[src/rtl/aes_shift_rows_pipe.sv]
// ---------------------------------------------------------------------------
// aes_shift_rows_pipe
//
// Purpose:
//   Rijndael ShiftRows / InvShiftRows for a state of NB 32-bit columns (NB can
//   be 4, 6 or 8), wrapped in a valid/ready pipeline stage. The stage has one
//   cycle of latency and registered outputs. A skid register lets it sustain
//   one beat per cycle without in_ready depending combinationally on
//   out_ready.
//
// Parameters:
//   NB        - state columns (4, 6 or 8); any other value fails elaboration
//   W         - derived state width, 32*NB bits
//
// Ports:
//   clk       - rising-edge clock
//   reset     - synchronous, active-high reset
//   in_valid  - input beat offered
//   in_ready  - block can accept a beat (registered, equals "skid empty")
//   in_dir    - 0 = forward ShiftRows, 1 = inverse
//   in_data   - state, byte k at [8k +: 8], column-major with k = 4c + r
//   out_valid - result beat offered
//   out_ready - downstream accepts the result
//   out_data  - shifted state, same layout as in_data
//   out_dir   - in_dir of the beat currently on out_data
//   blk_cnt   - completed output beats, wraps at 16 bits
//               (present only when AES_SHIFT_ROWS_CNT_EN is defined)
//
// Optional feature macro: AES_SHIFT_ROWS_CNT_EN
// ---------------------------------------------------------------------------
module aes_shift_rows_pipe #(
    parameter  int NB = 4,
    localparam int W  = 32 * NB
) (
    input  logic         clk,
    input  logic         reset,
    input  logic         in_valid,
    output logic         in_ready,
    input  logic         in_dir,
    input  logic [0:W-1] in_data,
    output logic         out_valid,
    input  logic         out_ready,
    output logic [0:W-1] out_data,
    output logic         out_dir
`ifdef AES_SHIFT_ROWS_CNT_EN
    ,
    output logic [15:0]  blk_cnt
`endif
);

    // Reject unsupported block sizes at elaboration time.
    if (!(NB == 4 || NB == 6 || NB == 8)) begin : g_nb_check
        $error("aes_shift_rows_pipe: NB must be 4, 6 or 8");
    end

    // Row rotation amounts. Rijndael uses larger offsets for rows 2 and 3
    // when the state is 256 bits wide.
    function automatic int row_off(input int r);
        int off;
        off = r;
        if (NB == 8) begin
            if (r == 2) off = 3;
            if (r == 3) off = 4;
        end
        return off;
    endfunction

    // out[r][c] = in[r][(c +/- off_r) mod NB]. Byte (r, c) is at index 4c + r.
    function automatic logic [0:W-1] shift_rows(input logic [0:W-1] s,
                                                input logic         inv);
        logic [0:W-1] res;
        int           src;
        res = '0;
        for (int c = 0; c < NB; c++) begin
            for (int r = 0; r < 4; r++) begin
                if (inv) src = (c - row_off(r) + NB) % NB;
                else     src = (c + row_off(r)) % NB;
                res[8*(4*c+r) +: 8] = s[8*(4*src+r) +: 8];
            end
        end
        return res;
    endfunction

    // Output register slot.
    logic         out_valid_q, out_valid_d;
    logic [0:W-1] out_data_q,  out_data_d;
    logic         out_dir_q,   out_dir_d;

    // Skid register slot. It is only loaded while the output slot is full
    // and stalled.
    logic         skid_valid_q, skid_valid_d;
    logic [0:W-1] skid_data_q,  skid_data_d;
    logic         skid_dir_q,   skid_dir_d;

    logic         in_ready_q, in_ready_d;

    logic [0:W-1] shifted;
    logic         accept;
    logic         complete;

    always_comb begin
        // NOTE: every signal assigned in this block gets a default first, so
        // no path through the if/else chain can leave one unassigned and
        // infer a latch.
        shifted      = shift_rows(in_data, in_dir);
        accept       = in_valid && in_ready_q;
        complete     = out_valid_q && out_ready;

        out_valid_d  = out_valid_q;
        out_data_d   = out_data_q;
        out_dir_d    = out_dir_q;
        skid_valid_d = skid_valid_q;
        skid_data_d  = skid_data_q;
        skid_dir_d   = skid_dir_q;

        // in_ready_q is low whenever the skid is full, so accept and
        // skid_valid_q are never both set. That keeps the priority chain short.
        if (skid_valid_q && complete) begin
            out_valid_d  = 1'b1;
            out_data_d   = skid_data_q;
            out_dir_d    = skid_dir_q;
            skid_valid_d = 1'b0;
        end else if (accept && (!out_valid_q || complete)) begin
            // Output slot is free or freeing this edge: no bubble.
            out_valid_d  = 1'b1;
            out_data_d   = shifted;
            out_dir_d    = in_dir;
        end else if (accept) begin
            skid_valid_d = 1'b1;
            skid_data_d  = shifted;
            skid_dir_d   = in_dir;
        end else if (complete) begin
            out_valid_d  = 1'b0;
        end

        in_ready_d = !skid_valid_d;
    end

    // NOTE: sequential state uses non-blocking assignments only, so every
    // register samples the pre-edge value of every other register.
    always_ff @(posedge clk) begin
        if (reset) begin
            out_valid_q  <= 1'b0;
            out_data_q   <= '0;
            out_dir_q    <= 1'b0;
            skid_valid_q <= 1'b0;
            in_ready_q   <= 1'b1;
        end else begin
            out_valid_q  <= out_valid_d;
            out_data_q   <= out_data_d;
            out_dir_q    <= out_dir_d;
            skid_valid_q <= skid_valid_d;
            in_ready_q   <= in_ready_d;
        end
    end

    // NOTE: the skid payload is not reset. skid_valid_q qualifies it, and
    // leaving the wide data register out of reset keeps the reset fan-out
    // down.
    always_ff @(posedge clk) begin
        skid_data_q <= skid_data_d;
        skid_dir_q  <= skid_dir_d;
    end

    assign in_ready  = in_ready_q;
    assign out_valid = out_valid_q;
    assign out_data  = out_data_q;
    assign out_dir   = out_dir_q;

`ifdef AES_SHIFT_ROWS_CNT_EN
    logic [15:0] blk_cnt_q, blk_cnt_d;

    // Wraps from 16'hFFFF to 0 through natural overflow.
    always_comb begin
        blk_cnt_d = blk_cnt_q;
        if (complete) blk_cnt_d = blk_cnt_q + 16'd1;
    end

    always_ff @(posedge clk) begin
        if (reset) blk_cnt_q <= '0;
        else       blk_cnt_q <= blk_cnt_d;
    end

    assign blk_cnt = blk_cnt_q;
`endif

endmodule

[config.mk]
export PLATFORM = sky130hd
export DESIGN_NAME = aes_shift_rows_pipe
export DESIGN_NICKNAME = d
export VERILOG_FILES = /design/src/rtl/aes_shift_rows_pipe.sv
export SDC_FILE = /design/constraint.sdc
export NUM_CORES = 1
export LEC_CHECK = 0
export ABC_AREA = 1
export CORE_AREA = 2 2 199 201
export DETAILED_ROUTE_END_ITERATION = 16
export DIE_AREA = 0 0 201 203
export GPL_TIMING_DRIVEN = 0
export SLEW_MARGIN = 15
export SYNTH_ARGS = -nofsm -noshare
export SYNTH_HDL_FRONTEND = slang
export SYNTH_SLANG_ARGS = --single-unit
[constraint.sdc]
create_clock -name clk -period 10.5 [get_ports clk]
set_clock_uncertainty 0.15 [all_clocks]
set_input_delay 3.15 -clock clk [delete_from_list [all_inputs] [get_ports clk]]
set_output_delay 3.15 -clock clk [all_outputs]
set_load 0.02 [all_outputs]
[Yosys cells after proc, flatten, opt, wreduce, memory -nomap -nowiden]
Cells that the tools add are included.
Storage, ports and cells
  word-level logic and storage cells: 60
  bits in writable memories: 0
  register bits: 261
  bits of input ports: 133
  bits in latches: 0
  memories kept: 0
  output and inout port bits: 131
  ROM bits: 0
Cells by class
  equal/unequal tests: 1
  div/mod/pow operators: 0
  reduce and logical (&&, ||, !) cells: 11
  $mul: 0
  shift operators: 8
  order comparisons: 0
  bitwise operators: 10
  muxes and demuxes: 15
  $add $sub $neg: 8
Operators by type and width (number)
  128-bit by 32-bit variable part select with 129-bit output: 8
  128-bit 2-to-1 mux: 2
  8-bit inverter with 32-bit output: 7
  32-bit inverter: 1
  29-bit by 2-bit adder with 29-bit output, second input constant: 1
  4-bit by 2-bit adder with 5-bit output, second input constant: 4
  4-bit by 1-bit adder with 5-bit output, second input constant: 3
  1-bit 2-to-1 mux: 9
  2-bit 2-to-1 mux: 4
  1-bit logical AND: 4
  3-bit by 1-bit != test with 1-bit output, second input constant: 1
  3-bit AND reduction: 1
  3-bit nonzero test: 1
  1-bit logical NOT: 2
  1-bit inverter: 2
  2-bit AND reduction: 1
  2-bit nonzero test: 1
  1-bit logical OR: 1

[Depth between registers and ports, before layout]
  word-level depth: 6
  mapped depth: 9
  mapped depth without buffers: 7

[Least setup slack after synthesis]
OpenSTA, ideal clock, no wires.
  kind: input -> register
  start point: in out_ready
  end point: reg skid_data_q[0] in the netlist's numbering, enable pin
  library setup time: 0.620 ns
  required time: 9.730 ns
  setup slack: 0.905 ns
  data arrival time: 8.825 ns
  path buffers: 1
  cell stages on the path: 4
  cell sequence: buf_4 -> inv_2 -> nand2_4 -> nor2_1
Between the ends
  cells in the longest elaborated chain, start to end: 5
  elaborated cells between the ends (all ways): 7
  those cells by class: bitwise (2); reduce/logical (5)
RTL lines
  start: declaration: line 42  | input logic out_ready,
  1-bit logical AND (*): line 107  | complete = out_valid_q && out_ready;
  1-bit logical OR: line 123  | end else if (accept && (!out_valid_q || complete)) begin
  1-bit logical AND: line 123
  1-bit inverter (no source line)
  3-bit AND reduction (no source line) (*)
  end signal: assignment: line 161  | skid_data_q <= skid_data_d;
  end: declaration: line 92  | logic [0:W-1] skid_data_q, skid_data_d;
Every way passes the cells marked *; elsewhere a longest branch is shown, timed or not.
A chain may end at the register's enable or synchronous reset.

[Worst setup path in the final report]
  start point: in in_dir
  end point: reg out_data_q (netlist bit out_data[62])
Between the ends
  cells in the longest elaborated chain, start to end: 6
RTL lines
  start: declaration: line 39  | input logic in_dir,
  2-bit 2-to-1 mux: line 76  | if (inv) src = (c - row_off(r) + NB) % NB;
  4-bit by 2-bit adder with 5-bit output: line 78  | res[8*(4*c+r) +: 8] = s[8*(4*src+r) +: 8];
  8-bit inverter with 32-bit output (implied by the code): line 78
  128-bit by 32-bit variable part select with 129-bit output: line 78
  via shifted (one bit): line 97  | logic [0:W-1] shifted;
  128-bit 2-to-1 mux: line 123
  128-bit 2-to-1 mux: line 118  | if (skid_valid_q && complete) begin
  end signal: assignment: line 150  | out_data_q <= out_data_d;
  end: declaration: line 86  | logic [0:W-1] out_data_q, out_data_d;
The timed path passes the listed nets, and every way through them passes these cells. The select of a mux whose other input is x is not followed.

==> impl_metrics.json <==
{
  "outcome": "finished clean",
  "synth_sequential_area_ratio": 0.566,
  "crit_path_required_time_ns": 10.78,
  "drcViolationCount": 0,
  "maxSlewViolCount": 0,
  "crit_path_cell_trace": "clkdlybuf4s50_1 -> buf_4 -> clkinv_1 -> buf_2 -> nand2_1 -> nand2_1 -> nand2_1 -> nand2_1 -> nand2_1 -> a21oi_1",
  "fmax_mhz": 200,
  "via_count": 10500,
  "antenna_found_initial": 3,
  "pin_count_of_the_biggest_net_entering_global_routing": 28,
  "number_of_primary_i_o_pins": 264,
  "rr_endpoint": "skid_data_q[12]",
  "detail_route.wirelength_um": 39800,
  "cts_buffers": 30,
  "syn-instance-count": 1385,
  "synthesis.nets": 1518,
  "postLayoutSetupSlackWorst_ns": 5.51,
  "critical_path_arrival_ns": 5.27,
  "dpl_worst_slack_ns": 4.94,
  "depth_of_the_critical_timing_path_with_buffers_and_inverters_included": 10,
  "critPathLaunchType": "input port",
  "synth_top_cell_by_area": "sky130_fd_sc_hd__edfxtp_1",
  "global_route_wire_length_before_repair_um": 59800,
  "final_standard_cell_count_with_taps_included_and_fillers_excluded": 2228,
  "drt-wirelength-per-cell_um": 17.9,
  "grt_util_all_layers": 0.190,
  "clock_latency_ns": 0.57,
  "critical_path.slowest_cell": "sky130_fd_sc_hd__clkdlybuf4s50_1",
  "ant_nets": 0,
  "design.core.area_um2": 38500,
  "detail_route.vias_per_cell": 4.71,
  "r2r.worst_path.cells": 5,
  "start_util": 0.300,
  "tritoncts": "built",
  "post_synth_instance_area_um2": 11500,
  "grt_overflow_total": 0,
  "cts_hold_buf": 0,
  "max_slew_margin": 0.510,
  "reg2reg_slack_ns": 8.41,
  "post-route-util": 0.415,
  "post-synth-top-area-fraction": 0.336,
  "post-cts-setup-buffer-count": 0,
  "layout-drive-gt1-share": 0.0697,
  "portBuffers": 261,
  "yosysWarningCount": 0,
  "min_period_over_period": 0.475,
  "period_minus_slack_ns": 4.99,
  "postSynthRegisterBits": 261,
  "grt_pass1_vias": 9939,
  "place.gp.congestion": 0.890,
  "worstMarginPinSlew_ns": 0.728,
  "setup.worst_path.class": "in -> reg",
  "vdd_drop_max_mv": 0.124,
  "endpoint_kind": "register",
  "power.density_cell_area_nw_per_um2": 162,
  "most-common-layout-cells": "sky130_fd_sc_hd__nand2_1 (332), sky130_fd_sc_hd__clkdlybuf4s50_1 (261), sky130_fd_sc_hd__inv_1 (155)",
  "cap_violations": 0,
  "design.final.nets": 1817,
  "avgSynthCellArea_um2": 8.32,
  "ctsRootBufferMaster": "sky130_fd_sc_hd__clkbuf_16",
  "cts_resized": 0,
  "die-width_um": 201,
  "synthToLayoutAreaGrowth_pct": 38.4,
  "max_stage_delay_ns": 0.65,
  "die_height_um": 203,
  "critPathMostFrequentCell": "sky130_fd_sc_hd__nand2_1",
  "clk_pin_slew_ns": 0.06,
  "synth.distinct_cells": 21,
  "synth_area_leaders": "sky130_fd_sc_hd__edfxtp_1 (34%), sky130_fd_sc_hd__dfxtp_1 (23%), sky130_fd_sc_hd__nand2_1 (11%), sky130_fd_sc_hd__nand3_1 (5.5%), sky130_fd_sc_hd__inv_1 (5.0%)",
  "detailedPlacementHpwl_um": 28900,
  "setup.worst_path.end": "out_data[62]",
  "max-clock-path-buffers": 3,
  "cts_max_level": 1,
  "drt_iter0_drc": 679,
  "timing.final.setup_violations": 0,
  "setup_repair_after_global_routing_missed_its_margin": "no",
  "design.die.area_um2": 40800,
  "cts_num_sinks": 261,
  "worstReg2RegStart": "out_valid",
  "path_delay_family": "buffers and inverters",
  "firstDrtPassIters": 5,
  "p_leak_uw": 0.00669,
  "count_of_buffering_cells_on_the_critical_path_with_inverters_included": 4,
  "final_common_cell": "sky130_fd_sc_hd__nand2_1",
  "rows": 72,
  "hold_class": "reg -> reg",
  "filler_cell_count": 3841,
  "totalNegativeSetupSlack_ns": 0,
  "crit_start": "in_dir",
  "cp_max_fo": 10,
  "final_hold_viol_count": 0,
  "numPlacedInstances": 2170
}
synth_stat cells:
cell,instances
sky130_fd_sc_hd__a21oi_1,83
sky130_fd_sc_hd__buf_2,30
sky130_fd_sc_hd__buf_4,14
sky130_fd_sc_hd__buf_6,13
sky130_fd_sc_hd__clkbuf_1,48
sky130_fd_sc_hd__clkinv_1,1
sky130_fd_sc_hd__dfxtp_1,132
sky130_fd_sc_hd__edfxtp_1,129
sky130_fd_sc_hd__inv_1,155
sky130_fd_sc_hd__inv_2,1
sky130_fd_sc_hd__nand2_1,332
sky130_fd_sc_hd__nand2_2,1
sky130_fd_sc_hd__nand2_4,2
sky130_fd_sc_hd__nand3_1,127
sky130_fd_sc_hd__nand3_2,1
sky130_fd_sc_hd__nand3_4,1
sky130_fd_sc_hd__nand4_1,61
sky130_fd_sc_hd__nor2_1,138
sky130_fd_sc_hd__nor3_1,3
sky130_fd_sc_hd__o21ai_0,70
sky130_fd_sc_hd__o21ai_1,43
worst min path at each step:
stage | slack (ns) | depth (start not counted) | startpoint | end
global placement | 0.32 | 2 | out_data[111] | out_data[111]
CTS | 0.33 | 2 | out_data[107] | out_data[107]
floorplan | 0.41 | 2 | out_data[33] | out_data[33]
finish | 0.33 | 2 | out_data[107] | out_data[107]
global route | 0.36 | 2 | out_data[5] | out_data[5]
detailed placement | 0.32 | 2 | out_data[107] | out_data[107]
worst reg2reg max path, delay by kind of cell (launching register included):
family | cells | cell delay (ns)
buf+inv | 3 | 0.71
flops | 1 | 0.33
simple gates | 2 | 0.60
routing by layer:
| metal | global-route usage | vias up | part of all wire |
|---|---|---|---|
| met3 | 0.0307 | 56 | 0.062 |
| met4 | 0.0659 | 2 | 0.027 |
| met2 | 0.313 | 381 | 0.46 |
| met5 | 0 | - | 0.00023 |
| li1 | - | 5134 | - |
| met1 | 0.253 | 4929 | 0.45 |
final cells by class:
class | instances | area (um^2) | area share
Buffer | 105 | 582 | 0.0365
Inverter | 157 | 589 | 0.0370
Tap cell | 518 | 648 | 0.0406
Multi-Input combinational cell | 862 | 3840 | 0.241
Timing Repair Buffer | 267 | 2760 | 0.173
Clock buffer | 47 | 948 | 0.0595
Sequential cell | 261 | 6520 | 0.409
Antenna cell | 2 | 5.00 | 0.000314
Clock inverter | 9 | 53.8 | 0.00337
kinds of logic after synthesis:
kind of cell	synth area share
simple gates	0.248
buf+inv	0.102
flops	0.566
compound gates	0.0851
registers in the layout (all words and copies together) (netlist names):
signal / flops
out_data: 128
skid_data_q: 128
in_ready: 1
out_dir: 1
out_valid: 1
skid_dir_q: 1
skid_valid_q: 1
power breakdown:
group          total [uW]  switching, uW  internal [uW]  leakage, uW
sequential           1140           24.5           1120      0.00226
combinational         390            225            165      0.00394
clock                1050            428            619     0.000499
total                2580            678           1900      0.00669
per-stage QoR:
step | cell area [um^2] | total power (uW) | hold WS (ns)
floorplan | 11500 | 1350 | 0.409
finish | 15900 | 2580 | 0.332
detailed placement | 14900 | 1560 | 0.324
global placement | 14800 | 1550 | 0.320
global route | 15900 | 2680 | 0.356
CTS | 15900 | 2610 | 0.332
(Power assumes the default switching activity.)
